--- config.mk ---
export PLATFORM = sky130hd
export DESIGN_NAME = div_datapath
export DESIGN_NICKNAME = d
export VERILOG_FILES = /design/src/rtl/div_pkg.sv /design/src/rtl/div_alu_step.sv /design/src/rtl/div_datapath.sv
export SDC_FILE = /design/constraint.sdc
export NUM_CORES = 1
export LEC_CHECK = 0
export ABC_AREA = 0
export BUFFER_PORTS_ARGS = -buffer_cell sky130_fd_sc_hd__buf_2
export CAP_MARGIN = 10
export CORE_ASPECT_RATIO = 1.1
export CORE_UTILIZATION = 35
export CTS_BUF_LIST = sky130_fd_sc_hd__clkbuf_8
export DETAILED_ROUTE_END_ITERATION = 16
export GPL_TIMING_DRIVEN = 0
export SYNTH_ARGS = -nofsm -noshare
export SYNTH_HDL_FRONTEND = slang
export SYNTH_SLANG_ARGS = --single-unit
--- constraint.sdc ---
create_clock -name clk -period 8.1 [get_ports clk]
set_input_delay 1.215 -clock clk [delete_from_list [all_inputs] [get_ports clk]]
set_output_delay 1.215 -clock clk [all_outputs]
set_load 0.01 [all_outputs]
--- src/rtl/div_pkg.sv ---
// Shared constants for the restoring divider: operand width, iteration count and ALU op codes.
package div_pkg;

   localparam int unsigned DIV_WIDTH = 32;
   localparam int unsigned DIV_ITER  = 32;

   localparam logic [5:0] OP_NOP  = 6'b000000;
   localparam logic [5:0] OP_SUBU = 6'b000010;

endpackage

--- src/rtl/div_alu_step.sv ---
// One combinational restoring-divide iteration on the combined remainder/quotient register.
module div_alu_step
   import div_pkg::*;
#(
   parameter int unsigned WIDTH   = DIV_WIDTH,
   parameter logic [5:0]  OP_SUBU = div_pkg::OP_SUBU
) (
   input  logic [2*WIDTH-1:0] i_rem,
   input  logic [WIDTH-1:0]   i_divisor,
   input  logic [5:0]         i_subu_ctrl,
   output logic [2*WIDTH-1:0] o_rem_next,
   output logic               o_borrow
);

   logic [WIDTH-1:0] w_rem_hi;
   logic [WIDTH-1:0] w_rem_lo;
   logic [WIDTH:0]   w_diff;
   logic             w_unused;

   assign w_rem_hi = i_rem[2*WIDTH-1:WIDTH];
   assign w_rem_lo = i_rem[WIDTH-1:0];
   assign w_diff   = {1'b0, w_rem_hi} - {1'b0, i_divisor};

   // Bits that fall off the top on the shift are intentionally dropped.
   assign w_unused = ^{w_diff[WIDTH-1], i_rem[2*WIDTH-1]};

   always_comb begin
      o_borrow   = 1'b0;
      o_rem_next = {i_rem[2*WIDTH-2:0], 1'b0};
      if (i_subu_ctrl == OP_SUBU) begin
         o_borrow = w_diff[WIDTH];
         if (!w_diff[WIDTH]) begin
            o_rem_next = {w_diff[WIDTH-2:0], w_rem_lo, 1'b1};
         end
      end
   end

endmodule

--- src/rtl/div_datapath.sv ---
// Restoring-divider datapath: remainder/quotient register driven by the control FSM strobes,
// plus a valid/ack holding stage for the finished result.
module div_datapath
   import div_pkg::*;
#(
   parameter int unsigned WIDTH   = DIV_WIDTH,
   parameter logic [5:0]  OP_SUBU = div_pkg::OP_SUBU
) (
   input  logic             clk,
   input  logic             reset_n,
   input  logic [WIDTH-1:0] dividend,
   input  logic [WIDTH-1:0] divisor,
   input  logic             w_ctrl,
   input  logic             sll_ctrl,
   input  logic [5:0]       subu_ctrl,
   input  logic             srl_ctrl,
   input  logic             ready,
   output logic [WIDTH-1:0] quotient,
   output logic [WIDTH-1:0] remainder,
   output logic             div_by_zero,
   output logic             out_valid,
   input  logic             out_ack
);

   logic [2*WIDTH-1:0] r_rem;
   logic [WIDTH-1:0]   r_divisor;
   logic               r_dbz;
   logic               r_ready_d;
   logic [WIDTH-1:0]   r_quotient;
   logic [WIDTH-1:0]   r_remainder;
   logic               r_dbz_out;
   logic               r_out_valid;

   logic [2*WIDTH-1:0] w_rem_next;
   logic               w_borrow;
   logic               w_publish;

   div_alu_step #(
      .WIDTH   (WIDTH),
      .OP_SUBU (OP_SUBU)
   ) u_alu_step (
      .i_rem       (r_rem),
      .i_divisor   (r_divisor),
      .i_subu_ctrl (subu_ctrl),
      .o_rem_next  (w_rem_next),
      .o_borrow    (w_borrow)
   );

   always_ff @(posedge clk or negedge reset_n) begin
      if (!reset_n) begin
         r_rem     <= '0;
         r_divisor <= '0;
         r_dbz     <= 1'b0;
      end else if (w_ctrl) begin
         // Initial left shift is folded into the load.
         r_rem     <= {{(WIDTH-1){1'b0}}, dividend, 1'b0};
         r_divisor <= divisor;
         r_dbz     <= (divisor == '0);
      end else if (srl_ctrl) begin
         r_rem <= {1'b0, r_rem[2*WIDTH-1:WIDTH+1], r_rem[WIDTH-1:0]};
      end else if (sll_ctrl) begin
         r_rem <= w_rem_next;
      end
   end

   assign w_publish = ready & ~r_ready_d;

   always_ff @(posedge clk or negedge reset_n) begin
      if (!reset_n) begin
         r_ready_d   <= 1'b0;
         r_quotient  <= '0;
         r_remainder <= '0;
         r_dbz_out   <= 1'b0;
         r_out_valid <= 1'b0;
      end else begin
         r_ready_d <= ready;
         // A fresh result takes priority over a same-edge acknowledge.
         if (w_publish) begin
            r_quotient  <= r_rem[WIDTH-1:0];
            r_remainder <= r_rem[2*WIDTH-1:WIDTH];
            r_dbz_out   <= r_dbz;
            r_out_valid <= 1'b1;
         end else if (out_ack) begin
            r_out_valid <= 1'b0;
         end
      end
   end

   assign quotient    = r_quotient;
   assign remainder   = r_remainder;
   assign div_by_zero = r_dbz_out;
   assign out_valid   = r_out_valid;

endmodule

==> results.sh, run 1 <==
export IMPL_grt_util_met1=0.266
export IMPL_setup_tns_final_ns=0
export IMPL_irDropWorstVdd_mv=0.0881
export IMPL_ys_seq_area_frac=0.478
export IMPL_grt_pass1_vias=7084
export IMPL_overflow=0
export IMPL_initial_utilization=0.360
export IMPL_ctsLongestPathBuffers=2
export IMPL_hold_ws_ns=0.493
export IMPL_hp_start="div_by_zero"
export IMPL_power_mw=1.94
export IMPL_synth_fp_nets=971
export IMPL_synth_cells=861
export IMPL_wire_per_inst_um=17.9
export IMPL_diodes=0
export IMPL_worstRegToRegCells=14
export IMPL_crit_arrival_ns=4.07
export IMPL_relSlewSlack=0.478
export IMPL_r2r_end="r_rem[54]"
export IMPL_grt_use_met3=0.0330
export IMPL_area_growth_pct=17.5
export IMPL_fmax_ghz=0.267
export IMPL_cts_setup_buffers=0
export IMPL_grt_first_pass_wirelength_um=38400
export IMPL_postCtsHoldBufs=0
export IMPL_synthArstFlopShare=1.00
export IMPL_postLayoutCellArea_um2=10100
export IMPL_htreeDepth=4
export IMPL_ys_ff_latch=164
export IMPL_syn_area_um2=8580
export IMPL_clk_pin_slew_ns=0.10
export IMPL_setup_slack_ns=4.35
export IMPL_placed_area_um2=9710
export IMPL_avgSynthCellArea_um2=9.97
export IMPL_start_kind="flop"
export IMPL_numCtsBuffers=17
export IMPL_p_leak_nw=5.06
export IMPL_dp_slack_ns=4.38
export IMPL_drv_cap=0
export IMPL_fin_util=0.423
export IMPL_coreArea_um2=23800
export IMPL_finalSetupViolCount=0
export IMPL_layout_drive_gt1_share=0.244
export IMPL_synth_edf_count=0
export IMPL_synth_ff_type="dfrtp_1"
export IMPL_cts_repair_resized=0
export IMPL_place_congestion=0.864
export IMPL_dr_pass1_iters=5
export IMPL_clock_latency_ns=0.46
export IMPL_min_period_over_period=0.463
export IMPL_cp_required_ns=8.42
export IMPL_grt_busiest_layer="met2"
export IMPL_clock_sinks=164
export IMPL_min_period_ns=3.75
export IMPL_holdPathEnd="div_by_zero"
export IMPL_p_per_area_nw_per_um2=192
export IMPL_place_inst=1308
export IMPL_yosys_warnings=0
export IMPL_maxSlewViolCount=0
export IMPL_synth_distinct_cells=62
export IMPL_routed_wl_um=23900
export IMPL_hold_path_class="reg2reg"
export IMPL_worst_pin_slew_ns=0.783
export IMPL_rsz0062_at_grt="no"
export IMPL_clock_root_buffer="clkbuf_8"
export IMPL_drtAntennaViolNets=0
export IMPL_critPathMaxFanout=10
export IMPL_io_buffers=141
export IMPL_met2_usage=0.323
export IMPL_fin_cells=1340
export IMPL_drt_iter0_markers=478
export IMPL_nets=1132
export IMPL_drc=0
export IMPL_rows=59
export IMPL_avgViaCountPerCell=5.26
export IMPL_die_w_um=151
export IMPL_cts_tree="built"
export IMPL_endpoint_kind="flop"
export IMPL_antenna_found_initial=0
export IMPL_grt_total_usage=0.199
export IMPL_fin_skew_ns=0.0109
export IMPL_die_h_um=166
export IMPL_status="finished clean"
export IMPL_grt_max_degree=117
export IMPL_hold_viol_final=0
export IMPL_hpwl_um=17800
export IMPL_r2r_slack_ns=4.35
export IMPL_criticalPathCategory="reg2reg"
export IMPL_r2r_start="r_rem[32]"
export IMPL_routed_via_count=7046
export IMPL_io_pins=143
export IMPL_hold_path_depth=2
export IMPL_die_area_um2=25200
[power breakdown]
| group | switching [mW] | internal (mW) |
|---|---|---|
| combinational | 0.234 | 0.179 |
| clock | 0.349 | 0.227 |
| sequential | 0.0489 | 0.899 |
| total | 0.632 | 1.31 |
[worst max-delay path by stage]
stage | startpoint | to | slack [ns] | depth (start not counted)
finish | r_rem[32] | r_rem[54] | 4.35 | 14
global route | r_rem[32] | r_rem[58] | 4.17 | 14
CTS | r_rem[32] | r_rem[51] | 4.37 | 14
detailed placement | r_rem[32] | r_rem[51] | 4.38 | 14
global placement | reset_n | quotient[5] | 3.13 | 1
floorplan | r_rem[32] | r_rem[49] | 4.95 | 14
[cell type report]
cell class	instances	area (um2)
fill	2375	13800
multi-input combinational	604	4120
sequential	164	4100
timing repair buffer	142	743
tap	305	382
clock buffer	17	234
buffer	50	200
inverter	43	161
clock inverter	15	140
[flip-flops by register name (all words and copies together), names as in the netlist]
| register | cells |
|---|---|
| remainder | 32 |
| r_divisor | 32 |
| r_ready_d | 1 |
| out_valid | 1 |
| div_by_zero | 1 |
| r_rem | 64 |
| quotient | 32 |
| r_dbz | 1 |
[logic make-up (layout without fill, tap and decap cells)]
family / Yosys count / in the layout / share of synthesized area
AOI/OAI and AO/OA: 239 / 239 / 0.176
and+or+nand+nor: 212 / 212 / 0.109
DFF: 164 / 164 / 0.478
muxes: 97 / 97 / 0.122
buffers and inverters: 93 / 267 / 0.0421
adders and majority gates: 33 / 33 / 0.0490
xor gates and xnor gates: 23 / 23 / 0.0235
[layer usage]
layer  wire length (um)  up-vias  part of all wire
li1                   -     3371                 -
met1              10900     3494              0.46
met2              11700      155              0.49
met3                872       26             0.036
met4                417        0             0.017
met5                  0        -                 0
[critical path, cell delays in order, from the launching register on]
cell,delay (ns)
dfrtp_1,0.39
inv_1,0.07
ha_1,0.22
fa_1,0.42
nand2b_1,0.21
a21oi_2,0.16
o41a_1,0.29
a31oi_4,0.17
a211o_2,0.41
a31oi_2,0.26
o311ai_4,0.17
buf_4,0.27
buf_4,0.21
a211oi_1,0.29
nor3_1,0.08
[synthesized netlist by cell type (all sizes together) (8+ instances only)]
library cell	n	area, um2
a211oi	18	135
mux2i	35	350
xor2	16	140
o21ai	122	611
clkbuf	34	128
mux2	62	698
nand2b	9	56.3
nand2	109	409
a21oi	35	179
a21o	19	143
nor4	8	50.1
buf	16	72.6
nor2	49	184
inv	43	161
ha	32	400
dfrtp	164	4100
[cells in the final DEF, fill, tap and decap left out, drive strengths merged, types with 3 or more instances in the layout]
cell type / count
o21ai: 122
mux2: 62
and2: 3
nand2b: 9
ha: 32
nor2: 49
nand3: 7
mux2i: 35
a21oi: 35
dfrtp: 164
and3: 7
xor2: 16
nor4: 8
a21o: 19
a31oi: 5
nor3b: 3
nor3: 5
clkinvlp: 3
o211a: 3
nor2b: 3
nand4: 3
a221oi: 5
clkbuf: 51
xnor2: 7
buf: 158
nand2: 109
inv: 53
a211oi: 18
o311ai: 6
a211o: 5
Note: power is estimated with default switching activity, not from simulation.
==> run 2: changes to the inputs <==
clock period = 3.24 ns   (was 8.1 ns; I/O delays follow)
==> run 2 against run 1 <==
The run now ends with setup timing left. Clock skew is 0.0014 ns higher. Power increased to 2.6 times the previous value. Routed wire length rose by 3.2%. First-iteration DRC count up 14%. Core utilization up 2.2 points. Non-clock buffer count rose by 27.
==> results.sh, run 2 (same netlist as run 1, synthesis figures left out) <==
export IMPL_status="finished with violations"
export IMPL_violations="setup timing"
export IMPL_drv_cap=0
export IMPL_grt_pass1_vias=7245
export IMPL_setup_slack_ns=-0.0798
export IMPL_setup_tns_final_ns=-0.326
export IMPL_critPathMaxFanout=8
export IMPL_routed_via_count=7166
export IMPL_dp_slack_ns=-0.479
export IMPL_start_kind="flop"
export IMPL_die_h_um=166
export IMPL_drc=0
export IMPL_cts_tree="built"
export IMPL_clock_root_buffer="clkbuf_8"
export IMPL_drt_iter0_markers=545
export IMPL_worst_pin_slew_ns=0.806
export IMPL_cp_required_ns=3.60
export IMPL_hpwl_um=17800
export IMPL_place_inst=1308
export IMPL_grt_first_pass_wirelength_um=38900
export IMPL_mostFrequentLayoutCells="dfrtp_1, buf_2, nand2_1, o21ai_0, mux2_2"
export IMPL_irDropWorstVdd_mv=0.223
export IMPL_hold_ws_ns=0.139
export IMPL_fin_cells=1369
export IMPL_nets=1159
export IMPL_rows=59
export IMPL_dr_pass1_iters=7
export IMPL_hold_path_class="in2reg"
export IMPL_htreeDepth=4
export IMPL_crit_arrival_ns=3.68
export IMPL_avgViaCountPerCell=5.23
export IMPL_clock_latency_ns=0.47
export IMPL_routed_wl_um=24700
export IMPL_antenna_found_initial=2
export IMPL_grt_total_usage=0.202
export IMPL_min_period_ns=3.32
export IMPL_hold_viol_final=0
export IMPL_io_pins=143
export IMPL_drtAntennaViolNets=0
export IMPL_finalSetupViolCount=12
export IMPL_rsz0062_at_grt="yes"
export IMPL_relSlewSlack=0.463
export IMPL_numCtsBuffers=17
export IMPL_place_congestion=0.864
export IMPL_regMostFlops="r_rem"
export IMPL_fmax_ghz=0.301
export IMPL_layout_drive_gt1_share=0.304
export IMPL_initial_utilization=0.360
export IMPL_criticalPathCategory="reg2reg"
export IMPL_clock_sinks=164
export IMPL_area_growth_pct=23.6
export IMPL_largest_reg_flops=64
export IMPL_io_buffers=141
export IMPL_clk_pin_slew_ns=0.10
export IMPL_die_w_um=151
export IMPL_coreArea_um2=23800
export IMPL_p_per_area_nw_per_um2=467
export IMPL_overflow=0
export IMPL_power_mw=4.95
export IMPL_maxSlewViolCount=0
export IMPL_ctsLongestPathBuffers=2
export IMPL_final_common_cell="dfrtp_1"
export IMPL_fin_skew_ns=0.0123
export IMPL_nFillCells=2335
export IMPL_min_period_over_period=1.02
export IMPL_wire_per_inst_um=18.0
export IMPL_p_leak_nw=5.23
export IMPL_endpoint_kind="flop"
export IMPL_die_area_um2=25200
export IMPL_grt_max_degree=117
run 2: cell types whose count changed in the layout (fill, tap and decap cells not counted), sizes merged:
cell         change
diode            +2
dlygate4sd3      +1
clkbuf           +2
buf             +24
run 2: final timing paths:
| check | end | slack [ns] | cells after the start | from |
|---|---|---|---|---|
| setup / recovery | r_rem[36] | -0.08 | 16 | r_rem[32] |
| hold / removal | r_ready_d | 0.14 | 1 | ready |
| setup reg to reg | r_rem[36] | -0.08 | 16 | r_rem[32] |
| hold reg to reg | div_by_zero | 0.49 | 2 | div_by_zero |
| max in group asynchronous | r_divisor[30] | 1.82 | 3 | reset_n |
| min in group asynchronous | remainder[7] | 0.50 | 2 | reset_n |
run 2: power by group:
group / switching [mW] / internal (mW)
logic: 0.628 / 0.502
clock network: 0.883 / 0.567
registers: 0.125 / 2.25
run 2: cell type report:
class,instances,area [um2],area share
timing repair buffer,169,981,0.0925
tap,305,382,0.0360
inverter,43,161,0.0152
clock buffer,17,234,0.0221
antenna,2,5.00,0.000472
sequential,164,4110,0.387
buffer,50,224,0.0211
multi-input combinational,604,4370,0.412
clock inverter,15,140,0.0132
run 2: per-layer routing:
layer / part of all wire / wire (um) / global-route usage
met2: 0.49 / 12200 / 0.325
met4: 0.016 / 401 / 0.0743
met3: 0.047 / 1150 / 0.0387
met5: 0 / 0 / 0
met1: 0.44 / 10900 / 0.266
run 2: per-stage QoR:
| stage | util | instance area [um2] |
|---|---|---|
| floorplan | - | 8580 |
| global placement | 0.406 | 9670 |
| global route | 0.445 | 10600 |
| finish | 0.445 | 10600 |
| detailed placement | 0.407 | 9710 |
| CTS | 0.436 | 10400 |
run 2: timing repair:
item,4_1_cts,5_1_grt
gates cloned,0,1
setup endpoints to repair,32,32
hold endpoints to repair,48,0
hold buffers,1,0
buffers inserted,19,6
gates resized for setup,36,36
pin swaps,17,25
run 2: worst max-delay path, stage by stage (launching register included):
cell and delay, ns:
dfrtp_1 0.40, inv_2 0.07, ha_4 0.16, fa_2 0.34, nand2b_4 0.16, a21oi_4 0.13
o41a_1 0.25, a31oi_4 0.15, a211o_4 0.39, a31oi_4 0.18, o311ai_4 0.10, buf_6 0.19
buf_8 0.14, buf_6 0.13, mux2i_2 0.19, a21oi_2 0.07, a21o_1 0.16
